**src/rtl/sram_port_pkg.sv**
```systemverilog
// Shared defaults, FSM state encoding and counter helpers for sram_port_master.
// The VERIFY state exists only when SRAM_PORT_MASTER_WVERIFY_EN is defined.
package sram_port_pkg;

  localparam int unsigned DATA_WIDTH_DEF = 32;
  localparam int unsigned ADDR_WIDTH_DEF = 7;
  localparam int unsigned CNT_WIDTH      = 16;

  typedef enum logic [2:0] {
    ST_IDLE,
    ST_ISSUE,
`ifdef SRAM_PORT_MASTER_WVERIFY_EN
    ST_VERIFY,
`endif
    ST_CAPTURE,
    ST_RESP
  } state_e;

  function automatic logic [CNT_WIDTH-1:0] sat_inc(input logic [CNT_WIDTH-1:0] v);
    return (v == '1) ? v : v + 1'b1;
  endfunction

endpackage

```
**src/rtl/sram_port_master.sv**
```systemverilog
// sram_port_master: single-outstanding request/response front end for a 1RW SRAM macro.
// Define SRAM_PORT_MASTER_WVERIFY_EN to read back and compare every write (rsp_err).
module sram_port_master
  import sram_port_pkg::*;
#(
  parameter int unsigned DATA_WIDTH = DATA_WIDTH_DEF,
  parameter int unsigned ADDR_WIDTH = ADDR_WIDTH_DEF
) (
  input  logic                  clk0,
  input  logic                  rst0_n,
  input  logic                  req_valid,
  output logic                  req_ready,
  input  logic                  req_we,
  input  logic [ADDR_WIDTH-1:0] req_addr,
  input  logic [DATA_WIDTH-1:0] req_wdata,
  output logic                  rsp_valid,
  input  logic                  rsp_ready,
  output logic [DATA_WIDTH-1:0] rsp_rdata,
  output logic                  rsp_err,
  output logic                  csb0,
  output logic                  web0,
  output logic [ADDR_WIDTH-1:0] addr0,
  output logic [DATA_WIDTH-1:0] din0,
  input  logic [DATA_WIDTH-1:0] dout0,
  output logic [CNT_WIDTH-1:0]  rd_count,
  output logic [CNT_WIDTH-1:0]  wr_count
);

  state_e                state_q,     state_d;
  logic                  we_q,        we_d;
  logic                  csb0_q,      csb0_d;
  logic                  web0_q,      web0_d;
  logic [ADDR_WIDTH-1:0] addr0_q,     addr0_d;
  logic [DATA_WIDTH-1:0] din0_q,      din0_d;
  logic                  rsp_valid_q, rsp_valid_d;
  logic [DATA_WIDTH-1:0] rsp_rdata_q, rsp_rdata_d;
  logic [CNT_WIDTH-1:0]  rd_count_q,  rd_count_d;
  logic [CNT_WIDTH-1:0]  wr_count_q,  wr_count_d;
`ifdef SRAM_PORT_MASTER_WVERIFY_EN
  logic                  rsp_err_q,   rsp_err_d;
`endif

  // addr0_q/din0_q double as the registered request address and write data.
  always_comb begin
    state_d     = state_q;
    we_d        = we_q;
    csb0_d      = 1'b1;
    web0_d      = 1'b1;
    addr0_d     = addr0_q;
    din0_d      = din0_q;
    rsp_valid_d = rsp_valid_q;
    rsp_rdata_d = rsp_rdata_q;
    rd_count_d  = rd_count_q;
    wr_count_d  = wr_count_q;
`ifdef SRAM_PORT_MASTER_WVERIFY_EN
    rsp_err_d   = rsp_err_q;
`endif
    case (state_q)
      ST_IDLE: begin
        if (req_valid) begin
          state_d = ST_ISSUE;
          we_d    = req_we;
          csb0_d  = 1'b0;
          web0_d  = ~req_we;
          addr0_d = req_addr;
          din0_d  = req_wdata;
        end
      end
      ST_ISSUE: begin
        if (we_q) begin
`ifdef SRAM_PORT_MASTER_WVERIFY_EN
          state_d = ST_VERIFY;
          csb0_d  = 1'b0;
          web0_d  = 1'b1;
`else
          state_d     = ST_RESP;
          rsp_valid_d = 1'b1;
          rsp_rdata_d = '0;
`endif
        end else begin
          state_d = ST_CAPTURE;
        end
      end
`ifdef SRAM_PORT_MASTER_WVERIFY_EN
      ST_VERIFY: state_d = ST_CAPTURE;
`endif
      ST_CAPTURE: begin
        state_d     = ST_RESP;
        rsp_valid_d = 1'b1;
`ifdef SRAM_PORT_MASTER_WVERIFY_EN
        if (we_q) begin
          rsp_rdata_d = '0;
          rsp_err_d   = (dout0 != din0_q);
        end else begin
          rsp_rdata_d = dout0;
          rsp_err_d   = 1'b0;
        end
`else
        rsp_rdata_d = dout0;
`endif
      end
      ST_RESP: begin
        if (rsp_ready) begin
          state_d     = ST_IDLE;
          rsp_valid_d = 1'b0;
          if (we_q) wr_count_d = sat_inc(wr_count_q);
          else      rd_count_d = sat_inc(rd_count_q);
        end
      end
      default: state_d = ST_IDLE;
    endcase
  end

  always_ff @(posedge clk0 or negedge rst0_n) begin
    if (!rst0_n) begin
      state_q     <= ST_IDLE;
      we_q        <= 1'b0;
      csb0_q      <= 1'b1;
      web0_q      <= 1'b1;
      addr0_q     <= '0;
      din0_q      <= '0;
      rsp_valid_q <= 1'b0;
      rsp_rdata_q <= '0;
      rd_count_q  <= '0;
      wr_count_q  <= '0;
`ifdef SRAM_PORT_MASTER_WVERIFY_EN
      rsp_err_q   <= 1'b0;
`endif
    end else begin
      state_q     <= state_d;
      we_q        <= we_d;
      csb0_q      <= csb0_d;
      web0_q      <= web0_d;
      addr0_q     <= addr0_d;
      din0_q      <= din0_d;
      rsp_valid_q <= rsp_valid_d;
      rsp_rdata_q <= rsp_rdata_d;
      rd_count_q  <= rd_count_d;
      wr_count_q  <= wr_count_d;
`ifdef SRAM_PORT_MASTER_WVERIFY_EN
      rsp_err_q   <= rsp_err_d;
`endif
    end
  end

  assign req_ready = (state_q == ST_IDLE);
  assign rsp_valid = rsp_valid_q;
  assign rsp_rdata = rsp_rdata_q;
  assign csb0      = csb0_q;
  assign web0      = web0_q;
  assign addr0     = addr0_q;
  assign din0      = din0_q;
  assign rd_count  = rd_count_q;
  assign wr_count  = wr_count_q;
`ifdef SRAM_PORT_MASTER_WVERIFY_EN
  assign rsp_err   = rsp_err_q;
`else
  assign rsp_err   = 1'b0;
`endif

endmodule

```
**config.mk**
```make
export PLATFORM = sky130hd
export DESIGN_NAME = sram_port_master
export DESIGN_NICKNAME = d
export VERILOG_FILES = /design/src/rtl/sram_port_pkg.sv /design/src/rtl/sram_port_master.sv
export SDC_FILE = /design/constraint.sdc
export NUM_CORES = 1
export LEC_CHECK = 0
export BUFFER_PORTS_ARGS = -buffer_cell sky130_fd_sc_hd__buf_2
export CAP_MARGIN = 20
export CORE_MARGIN = 4
export CORE_UTILIZATION = 52
export DETAILED_ROUTE_END_ITERATION = 16
export PLACE_DENSITY = 0.87
export SYNTH_ARGS = -nofsm -noshare
export SYNTH_HDL_FRONTEND = slang
export SYNTH_SLANG_ARGS = --single-unit
```
**constraint.sdc**
```tcl
create_clock -name clk0 -period 3.5 [get_ports clk0]
set_input_delay 0 -clock clk0 [delete_from_list [all_inputs] [get_ports clk0]]
set_output_delay 0 -clock clk0 [all_outputs]
set_load 0.005 [all_outputs]
```
==> impl_results.md <==
* Status: completed
* DR pass1 iterations at 4
* Critical Path End Type: flip-flop
* Critical path cell sequence: ha_1 -> nand4_1 -> o41ai_2 -> nor2_1 -> mux2_2
* R2R depth at 5
* DR vias at 3,713
* Clock Power Share at 0.169
* Post-synth EDFFs at 0
* Avg Inst Size Synth at 13.6 µm²
* Unrepaired setup endpoints after global routing: no
* Register area share after synthesis at 0.614
* Period utilisation layout at 0.580
* CTS tree: built
* Worst-Margin Slew at 0.746 ns
* Diodes inserted at 0
* GRT Residual Overflow at 0
* CTS root buffer: clkbuf_8
* Max Root-Sink Buffers at 2
* Row cnt at 33
* Setup TNS at 0 ns
* Die Y at 100 µm
* GPL Wtd Cong at 0.787
* Synth Register Bits at 109
* Syn_nets at 411
* Clock skew at 0.0114 ns
* Vias per inst at 5.30
* Arrival time worst endpoint at 2.28 ns
* P_sw at 0.00160 W
* Critical-path top delay cell: o41ai_2
* Horiz. Die Dim at 100 µm
* Filler cells at 489
* Final setup fails at 0
* Initial antenna violation count at 0
* Max-cap viol count at 0
* Post-CTS setup buffers at 0
* Crit path from: rd_count[1]
* Net Sw Frac at 0.341
* Reg2reg start: rd_count[1]
* Endpoint, Worst Hold: state_q[0]
* WHS Path Cells at 3
* Max frequency at 0.493 GHz
* Htree depth at 3
* Flop pwr share at 0.442
* Number of global-route vias before repair at 3,937
* Final Hold Vio Count at 0
* Hold_ws at 0.0833 ns
* Worst r2r dst: rd_count[1]
* Share of the synthesized area in the top cell type at 0.602
* Nets at 673
* Placed Area at 5470 µm²
* Full die area at 10,100 µm²
* Hold Crit Class: input pin to flip-flop
* Synth Cell Area at 4450 µm²
* Final Core Density at 0.789
* Worst vdd ir at 0.000383 V
* Syn. warnings at 0
* Max-slew headroom at 0.497
* CP max FO at 8
* Synth cell types at 40
* Wire length per cell at 17.8 µm
* Max Slew Vio Count at 0
* Routed WL at 12,500 µm
* Clock Sinks at 109
* Largest stage delay, worst path at 0.63 ns
* Skew-Pair Late Insertion Delay at 0.37 ns
* Routed Antenna Nets at 0
* Cell type with the largest total area after synthesis: dfrtp_1
* PD cells at 718 nW/µm²
* Core Footprint at 8260 µm²
* Combinational share of power at 0.389
* Synth Flop Type: dfrtp_1
* Sequential standard cell area at 2730 µm²
* Gate Count Post-Synth at 328
* CP Class: flip-flop to flip-flop
* Share of layout cells above drive strength 1 at 0.437
* First-pass GRT wire length at 19,600 µm
* DRT iter0 DRCs at 113
* Layout area overhead at 46.6%
* Reg2reg setup slack at 1.47 ns
* DP HPWL at 7510 µm
* Total GRT Usage at 0.249
* Initial core utilization at 0.538
* Number of CTS-inserted buffers at 9
* CP Launch Type: flip-flop
* Ys async rst share at 1.00
* Clock transition at the registers of the reported paths at 0.10 ns
* Internal cell power at 0.00308 W
* DRC errors left at 0
* Pin count of the biggest net entering global routing at 84
* Design Power at 0.00468 W
* Synth area leaders: dfrtp_1 60%, mux2_2 10%, a22o_1 6.3%
* CP Data Required Time at 3.75 ns
* Tmin final at 2.03 ns
* Design area at 6520 µm²
* Area occupied by multi-input gates at 1640 µm²
* Leak at 3.35 nW
* Start point of the worst hold path: req_valid
* IO Count at 184
* Port Buf Inserts at 182
==> layout by cell type (no fill, tap or decap), drive strengths merged, types with 2 or more instances in the layout <==
cell and count:
nand3 6, and3 4, and2 4, clkbuf 10, nor4 7, nor2 8
inv 7, xor2 25, nand2b 2, mux2 41, or2 2, nor3 9
a22o 32, dfstp 2, dlygate4sd3 76, dfrtp 107, nand2 19, nand4 11
ha 7, xnor2 5, nor3b 2, and4 2, o21ai 3, buf 190
==> critical path, delay by kind of cell, from the launching register on <==
family | cells | cell delay (ns)
AOI/OAI and AO/OA | 1 | 0.63
DFF | 1 | 0.43
and+or+nand+nor | 2 | 0.31
muxes | 1 | 0.31
adders and majority gates | 1 | 0.25
==> power groups by stage <==
stage / clock [W] / sequential [W] / combinational (W)
global placement: 0 / 0.00203 / 0.00157
finish: 0.000792 / 0.00207 / 0.00182
detailed placement: 0 / 0.00204 / 0.00165
global route: 0.000852 / 0.00212 / 0.00197
CTS: 0.000809 / 0.00203 / 0.00171
floorplan: 0 / 0.00205 / 0.000867
==> repair_timing <==
action                                 CTS  global route
endpoints found under the hold margin  154             7
hold buffers                            75             1
resized for setup                        0             0
==> worst max path at each step <==
stage,end,slack [ns],cells after the start
after floorplan,wr_count[13],1.78,6
after global placement,din0[25],1.28,5
after detailed placement,din0[25],1.19,5
after CTS,din0[22],1.20,5
after global routing,rd_count[1],1.27,5
final,rd_count[1],1.47,5
==> final cells by class <==
type / count / share of cell area
clock buffers: 10 / 0.0211
clock inverters: 6 / 0.0106
inverters: 4 / 0.00230
multi-input cells: 200 / 0.252
flip-flops and latches: 109 / 0.419
well taps: 105 / 0.0202
repair buffers: 266 / 0.275
==> state kept, by name (all words and copies together) (netlist names) <==
name,flops
din0,32
rsp_rdata,32
rd_count,16
rsp_valid,1
wr_count,16
we_q,1
csb0,1
web0,1
addr0,7
state_q,2
==> synthesized netlist by cell type (2+ instances only) <==
| cell | count |
|---|---|
| a22o_1 | 32 |
| and2_1 | 4 |
| and3_1 | 4 |
| and4_1 | 2 |
| buf_1 | 4 |
| buf_4 | 2 |
| clkbuf_1 | 8 |
| dfrtp_1 | 107 |
| dfstp_2 | 2 |
| ha_1 | 7 |
| inv_1 | 4 |
| mux2_2 | 41 |
| nand2_1 | 18 |
| nand2b_1 | 2 |
| nand3_1 | 6 |
| nand4_1 | 11 |
| nor2_1 | 8 |
| nor3_1 | 7 |
| nor3_2 | 2 |
| nor3b_1 | 2 |
| nor4_1 | 5 |
| o21ai_0 | 3 |
| or2_2 | 2 |
| xnor2_1 | 5 |
| xor2_1 | 25 |
==> stage by stage <==
stage / worst slack (ns) / cells
finish: 1.47 / 700
global route: 1.27 / 700
CTS: 1.20 / 696
detailed placement: 1.19 / 605
global placement: 1.28 / 605
floorplan: 1.78 / 328
==> cells by family after synthesis <==
group,Yosys count,share of synthesized area
flip-flops,109,0.614
AND/OR/NAND/NOR,80,0.105
multiplexers,42,0.106
AO/OA/AOI/OAI,40,0.0768
XOR/XNOR,30,0.0591
buffers and inverters,19,0.0180
adder cells (fa/ha/maj),7,0.0197
other,1,0.000844
==> routing by layer <==
layer	wire length [µm]	up-vias	GRT usage
met4	318	0	0.0922
met5	0	-	0
met3	777	26	0.0526
met1	4730	1853	0.297
met2	6660	140	0.441
li1	-	1694	-
Note: power is estimated with default switching activity, not from simulation.
